`config.mk`:
```
export PLATFORM = sky130hd
export DESIGN_NAME = branch_resolve_queue_flat
export DESIGN_NICKNAME = d
export VERILOG_FILES = /design/src/rtl/branch_resolve_queue_if.sv /design/src/rtl/branch_resolve_queue.sv /design/src/flat_wrapper.sv
export SDC_FILE = /design/constraint.sdc
export NUM_CORES = 1
export LEC_CHECK = 0
export CAP_MARGIN = 30
export CORE_UTILIZATION = 50
export CTS_BUF_LIST = sky130_fd_sc_hd__clkbuf_4 sky130_fd_sc_hd__clkbuf_8
export DETAILED_ROUTE_END_ITERATION = 7
export PLACE_DENSITY = 0.67
export RECOVER_POWER = 25
export SLEW_MARGIN = 20
export SYNTH_ARGS = -nofsm -noshare
export SYNTH_HDL_FRONTEND = slang
export SYNTH_SLANG_ARGS = --single-unit
```
`constraint.sdc`:
```
create_clock -name clk -period 6.18 [get_ports clk]
set_input_delay 1.854 -clock clk [delete_from_list [all_inputs] [get_ports clk]]
set_output_delay 1.854 -clock clk [all_outputs]
set_load 0.01 [all_outputs]
```
`src/rtl/branch_resolve_queue_if.sv`:
```
`default_nettype none
// ============================================================================
// Module   : branch_resolve_queue_if
// Brief    : ID/execute/fetch-side signal bundle for the branch resolve queue.
// Revision : 1.0 - initial release
// ============================================================================
interface branch_resolve_queue_if #(
    parameter int TAG_W  = 2,
    parameter int ADDR_W = 32
);
    // ID-stage enqueue
    logic              id_valid;
    logic              id_ready;
    logic [ADDR_W-1:0] id_pc;
    logic              id_is_determined;
    logic              id_is_taken;
    logic [ADDR_W-1:0] id_target;
    logic              id_pred_taken;
    logic [ADDR_W-1:0] id_pred_target;
    logic [TAG_W-1:0]  id_tag;

    // Execute-stage resolution broadcast
    logic              ex_valid;
    logic [TAG_W-1:0]  ex_tag;
    logic              ex_taken;
    logic [ADDR_W-1:0] ex_target;

    // Retire / redirect towards fetch
    logic              retire_valid;
    logic              redirect_valid;
    logic [ADDR_W-1:0] redirect_pc;
    logic [TAG_W:0]    count;

    modport master (
        output id_valid, id_pc, id_is_determined, id_is_taken, id_target,
               id_pred_taken, id_pred_target,
               ex_valid, ex_tag, ex_taken, ex_target,
        input  id_ready, id_tag, retire_valid, redirect_valid, redirect_pc, count
    );

    modport slave (
        input  id_valid, id_pc, id_is_determined, id_is_taken, id_target,
               id_pred_taken, id_pred_target,
               ex_valid, ex_tag, ex_taken, ex_target,
        output id_ready, id_tag, retire_valid, redirect_valid, redirect_pc, count
    );
endinterface
`default_nettype wire

```
`src/rtl/branch_resolve_queue.sv`:
```
`default_nettype none
// ============================================================================
// Module   : branch_resolve_queue
// Brief    : In-order branch queue; retires resolved branches and issues a
//            one-cycle redirect plus full flush on a mispredict.
// Revision : 1.0 - initial release
// ============================================================================
module branch_resolve_queue #(
    parameter int DEPTH  = 4,
    parameter int TAG_W  = 2,
    parameter int ADDR_W = 32
) (
    input  logic                  clk,
    input  logic                  rst,
    branch_resolve_queue_if.slave bus
);

    localparam logic [TAG_W:0]    c_full_count = (TAG_W+1)'(DEPTH);
    localparam logic [ADDR_W-1:0] c_slot_skip  = ADDR_W'(8);

    // Per-entry state; valid/resolved are reset, payload is not.
    logic [DEPTH-1:0]  r_valid;
    logic [DEPTH-1:0]  r_resolved;
    logic [ADDR_W-1:0] r_pc          [DEPTH];
    logic              r_pred_taken  [DEPTH];
    logic [ADDR_W-1:0] r_pred_target [DEPTH];
    logic              r_taken       [DEPTH];
    logic [ADDR_W-1:0] r_target      [DEPTH];

    logic [TAG_W-1:0]  r_rptr;
    logic [TAG_W-1:0]  r_wptr;
    logic [TAG_W:0]    r_count;
    logic              r_retire_valid;
    logic              r_redirect_valid;
    logic [ADDR_W-1:0] r_redirect_pc;

    logic              w_id_ready;
    logic              w_enq;
    logic              w_resolve;
    logic              w_retire;
    logic              w_mispredict;
    logic              w_flush;
    logic [ADDR_W-1:0] w_redirect_target;

    assign w_id_ready = (r_count < c_full_count) && !r_redirect_valid;
    assign w_enq      = bus.id_valid && w_id_ready;

    // The slot being allocated this cycle is never a resolve target.
    assign w_resolve  = bus.ex_valid
                     && r_valid[bus.ex_tag]
                     && !r_resolved[bus.ex_tag]
                     && !(w_enq && (bus.ex_tag == r_wptr));

    // Uses the registered resolved bit, so retire trails resolve by a cycle.
    assign w_retire   = r_valid[r_rptr] && r_resolved[r_rptr];

    assign w_mispredict = (r_taken[r_rptr] != r_pred_taken[r_rptr])
                       || (r_taken[r_rptr] && (r_target[r_rptr] != r_pred_target[r_rptr]));

    assign w_flush    = w_retire && w_mispredict;

    // Not-taken fall-through skips the delay slot.
    assign w_redirect_target = r_taken[r_rptr] ? r_target[r_rptr]
                                               : (r_pc[r_rptr] + c_slot_skip);

    always_ff @(posedge clk) begin
        if (!rst) begin
            r_valid          <= '0;
            r_resolved       <= '0;
            r_rptr           <= '0;
            r_wptr           <= '0;
            r_count          <= '0;
            r_retire_valid   <= 1'b0;
            r_redirect_valid <= 1'b0;
            r_redirect_pc    <= '0;
        end else begin
            r_retire_valid   <= w_retire;
            r_redirect_valid <= w_flush;
            if (w_flush) begin
                r_redirect_pc <= w_redirect_target;
                r_valid       <= '0;
                r_resolved    <= '0;
                r_rptr        <= '0;
                r_wptr        <= '0;
                r_count       <= '0;
            end else begin
                if (w_retire) begin
                    r_valid[r_rptr]    <= 1'b0;
                    r_resolved[r_rptr] <= 1'b0;
                    r_rptr             <= r_rptr + 1'b1;
                end
                if (w_resolve) begin
                    r_resolved[bus.ex_tag] <= 1'b1;
                end
                if (w_enq) begin
                    r_valid[r_wptr]    <= 1'b1;
                    r_resolved[r_wptr] <= bus.id_is_determined;
                    r_wptr             <= r_wptr + 1'b1;
                end
                case ({w_enq, w_retire})
                    2'b10:   r_count <= r_count + 1'b1;
                    2'b01:   r_count <= r_count - 1'b1;
                    default: r_count <= r_count;
                endcase
            end
        end
    end

    // Payload writes; enqueue and resolve never target the same slot.
    always_ff @(posedge clk) begin
        if (w_enq) begin
            r_pc[r_wptr]          <= bus.id_pc;
            r_pred_taken[r_wptr]  <= bus.id_pred_taken;
            r_pred_target[r_wptr] <= bus.id_pred_target;
            r_taken[r_wptr]       <= bus.id_is_taken;
            r_target[r_wptr]      <= bus.id_target;
        end
        if (w_resolve) begin
            r_taken[bus.ex_tag]  <= bus.ex_taken;
            r_target[bus.ex_tag] <= bus.ex_target;
        end
    end

    assign bus.id_ready       = w_id_ready;
    assign bus.id_tag         = r_wptr;
    assign bus.retire_valid   = r_retire_valid;
    assign bus.redirect_valid = r_redirect_valid;
    assign bus.redirect_pc    = r_redirect_pc;
    assign bus.count          = r_count;

endmodule
`default_nettype wire

```
`src/flat_wrapper.sv`:
```
// flat-port wrapper written by rule: the top's interface ports become plain ports
module branch_resolve_queue_flat 
#(
    parameter int DEPTH  = 4,
    parameter int TAG_W  = 2,
    parameter int ADDR_W = 32
)
  (clk, rst, bus_id_valid, bus_id_pc, bus_id_is_determined, bus_id_is_taken, bus_id_target, bus_id_pred_taken, bus_id_pred_target, bus_ex_valid, bus_ex_tag, bus_ex_taken, bus_ex_target, bus_id_ready, bus_id_tag, bus_retire_valid, bus_redirect_valid, bus_redirect_pc, bus_count);
  branch_resolve_queue_if #(.TAG_W(TAG_W), .ADDR_W(ADDR_W)) bus_i ();
  input  logic clk;
  input  logic rst;
  input wire logic [$bits(bus_i.id_valid)-1:0] bus_id_valid;
  input wire logic [$bits(bus_i.id_pc)-1:0] bus_id_pc;
  input wire logic [$bits(bus_i.id_is_determined)-1:0] bus_id_is_determined;
  input wire logic [$bits(bus_i.id_is_taken)-1:0] bus_id_is_taken;
  input wire logic [$bits(bus_i.id_target)-1:0] bus_id_target;
  input wire logic [$bits(bus_i.id_pred_taken)-1:0] bus_id_pred_taken;
  input wire logic [$bits(bus_i.id_pred_target)-1:0] bus_id_pred_target;
  input wire logic [$bits(bus_i.ex_valid)-1:0] bus_ex_valid;
  input wire logic [$bits(bus_i.ex_tag)-1:0] bus_ex_tag;
  input wire logic [$bits(bus_i.ex_taken)-1:0] bus_ex_taken;
  input wire logic [$bits(bus_i.ex_target)-1:0] bus_ex_target;
  output wire logic [$bits(bus_i.id_ready)-1:0] bus_id_ready;
  output wire logic [$bits(bus_i.id_tag)-1:0] bus_id_tag;
  output wire logic [$bits(bus_i.retire_valid)-1:0] bus_retire_valid;
  output wire logic [$bits(bus_i.redirect_valid)-1:0] bus_redirect_valid;
  output wire logic [$bits(bus_i.redirect_pc)-1:0] bus_redirect_pc;
  output wire logic [$bits(bus_i.count)-1:0] bus_count;
  assign bus_i.id_valid = bus_id_valid;
  assign bus_i.id_pc = bus_id_pc;
  assign bus_i.id_is_determined = bus_id_is_determined;
  assign bus_i.id_is_taken = bus_id_is_taken;
  assign bus_i.id_target = bus_id_target;
  assign bus_i.id_pred_taken = bus_id_pred_taken;
  assign bus_i.id_pred_target = bus_id_pred_target;
  assign bus_i.ex_valid = bus_ex_valid;
  assign bus_i.ex_tag = bus_ex_tag;
  assign bus_i.ex_taken = bus_ex_taken;
  assign bus_i.ex_target = bus_ex_target;
  assign bus_id_ready = bus_i.id_ready;
  assign bus_id_tag = bus_i.id_tag;
  assign bus_retire_valid = bus_i.retire_valid;
  assign bus_redirect_valid = bus_i.redirect_valid;
  assign bus_redirect_pc = bus_i.redirect_pc;
  assign bus_count = bus_i.count;
  branch_resolve_queue #(.DEPTH(DEPTH), .TAG_W(TAG_W), .ADDR_W(ADDR_W)) u_core (.clk(clk), .rst(rst), .bus(bus_i));
endmodule
```
==> metrics <==
largest net degree at the start of global routing=56; first drt pass iteration count=5; WP data arrival=4680 ps; slowest CP cell=clkdlybuf4s50_1; root buffer cell=clkbuf_8; Post-Syn Nets=1241; number of remaining DRC errors=0; total gr overflow=0; ranking of synthesized cells by area=edfxtp_1, mux4_2, mux2_2; Area growth syn-to-layout=19.8%; flop-to-flop setup slack=2120 ps; static leakage=7.50 nW; final WL=46000 um; fmax=231 MHz; sequential area share after synthesis=66.6%; initial antenna violation count=3; Cell Count, Final, Fillers Out=1879; asr flop ratio synth=0%; WL per Instance=24.5 um; row cnt=71; Crit Path Max Fanout=23; total power draw=0.00696 W; top cell type's share of synthesized area=61.2%; Slew Limit Fails=0; clk sinks=443; ys flop type=edfxtp_1; Placed Area=21600 um2; Hold-fix buffers, CTS=0; gpl congestion=0.817; number of synthesized flops with an enable pin=392; DR vias/cell=5.74; post-CTS setup buffer count=0; first-pass GRT wire length=68400 um; Netlist cell types=58; TNS Setup=0 ps; # placed instances=1749; Min-Delay Path Class=reg -> reg; Min Hold Slack=476 ps; status=finished, final reports clean; CP Launch Type=input pin; clock buffer depth=3; Reg2Reg Depth=9; Die Y=198 um; Via Count=10783; Yosys reg bits=443; final hold vios=0; GRT Overall Usage=24.2%; design area=23000 um2; core area=37800 um2; VDD IR-drop max=0.134 mV; worst r2r dst=u_core.bus.redirect_pc[16]; post-cts resize count=0; max cap viols=0; H-Tree Level Count=3; final net count=1463; Final Cycle Share=70.1%; Synth area leader=edfxtp_1; Synth top cells by count=edfxtp_1, mux2_2, mux4_2, dfxtp_1, xor2_1; Slew @ Worst Pin=919 ps; synth warn=0; hpwl dp=30200 um; Initial Util=50.9%; min cycle time layout=4330 ps; Avg Inst Size Synth=17.6 um2; Port Buffer Count=177; CP max stage delay=560 ps; Slew HR=38.7%; die area=39200 um2; Crit. Startpoint=bus_ex_tag[1]; antenna-violating nets left=0; Worst Setup End Kind=flip-flop; # IOs=178; clk_lat worst skew=620 ps; final setup fails=0; TritonCTS Buffers=73; ordered list of cells on the worst path=clkdlybuf4s50_1 -> o32a_1 -> a21oi_1 -> o311a_1 -> nor2b_1 -> nor2b_4 -> buf_4 -> mux2_2; Critical Path End=u_core.r_target[0][21]; number of global-route vias before repair=10927; Synth Cell Area=19200 um2; Layout Skew=28.9 ps; PwrDens=302 nW/um2; required time of the critical path=6530 ps; CTS tree=built; Worst-path clk slew=60 ps; most common cell in the synthesized netlist=edfxtp_1; die extent in x=198 um; share of cells above drive strength 1=29.1%; critical path type=in -> reg; Synth Instances=1092; RSZ-0062 raised after global routing=no; 1st-iter DRT viols=935
==> worst min-delay path by stage <==
stage | cells after the start | startpoint | slack, ps | to
final | 2 | u_core.bus.redirect_pc[31] | 480 | u_core.bus.redirect_pc[31]
after global routing | 2 | u_core.bus.redirect_pc[27] | 500 | u_core.bus.redirect_pc[27]
after CTS | 2 | u_core.bus.redirect_pc[27] | 480 | u_core.bus.redirect_pc[27]
after detailed placement | 2 | u_core.bus.redirect_pc[27] | 470 | u_core.bus.redirect_pc[27]
after global placement | 2 | u_core.bus.redirect_pc[31] | 460 | u_core.bus.redirect_pc[31]
after floorplan | 2 | u_core.r_valid[3] | 470 | u_core.r_valid[3]
==> stage by stage <==
stage	setup slack (ps)	util, %
3_3_place_gp	1290	57.1
2_1_floorplan	593	-
6_report	1850	61.0
5_1_grt	1720	61.0
3_5_place_dp	1260	57.2
4_1_cts	1900	60.9
==> flip-flops by register name, indices dropped and copies added, names as in the netlist, named ones only <==
| signal | cells |
|---|---|
| u_core.bus.redirect_valid | 1 |
| u_core.r_pred_taken | 4 |
| u_core.bus.retire_valid | 1 |
| u_core.r_rptr | 2 |
| u_core.bus.id_tag | 2 |
| u_core.r_pc | 128 |
| u_core.bus.count | 3 |
| u_core.r_target | 128 |
| u_core.r_resolved | 4 |
| u_core.r_pred_target | 128 |
| u_core.bus.redirect_pc | 32 |
| u_core.r_valid | 4 |
| u_core.r_taken | 4 |
==> worst max-delay path: cells and delay by family <==
| family | cells | cell delay, ps |
|---|---|---|
| buffers and inverters | 2 | 1000 |
| AOI/OAI and AO/OA | 3 | 760 |
| muxes | 1 | 380 |
| and+or+nand+nor | 2 | 670 |
==> cells in the final DEF (no fill, tap or decap), drive strengths merged, types with 35 or more instances in the layout <==
| cell | count |
|---|---|
| a21oi | 35 |
| mux4 | 97 |
| mux2 | 144 |
| edfxtp | 392 |
| xor2 | 46 |
| nand2 | 42 |
| dfxtp | 51 |
| dlygate4sd3 | 56 |
| clkdlybuf4s50 | 121 |
| clkbuf | 99 |
| o21ai | 35 |
==> area by class of cell <==
type	instances	area [um2]
Timing Repair Buffer	206	2080
Inverter	17	66.3
Multi-Input combinational cell	573	6040
Clock buffer	99	1240
Tap cell	511	639
Clock inverter	29	159
Antenna cell	1	2.50
Sequential cell	443	12800
Fill cell	2860	14700
==> cells by family (layout without fill, tap and decap cells) <==
kind of cell               Yosys count  after routing  share of synthesized area [%]
DFF                                443            443                           66.6
muxes                              252            252                           20.4
and+or+nand+nor                    148            148                           4.07
AOI/OAI and AO/OA                   99             99                           3.16
buffers and inverters               76            351                           2.21
xor gates and xnor gates            63             63                           2.87
adders and majority gates           11             11                          0.755
other                                0              1                              0
==> metal layers <==
metal	GRT usage (%)	routed length, um	vias up	part of all wire, %
met5	0	13	-	0.028
met4	8.35	1110	2	2.4
met3	3.93	3140	80	6.8
met2	37.7	21500	406	47
met1	34.7	20200	5484	44
li1	-	-	4811	-
==> report_power, final <==
| part | switching, W | internal (W) |
|---|---|---|
| Sequential | 0.0000681 | 0.00350 |
| Combinational | 0.000523 | 0.000409 |
| Clock | 0.00113 | 0.00134 |
| Total | 0.00172 | 0.00524 |
No activity file was read; power rests on OpenSTA's default activity.
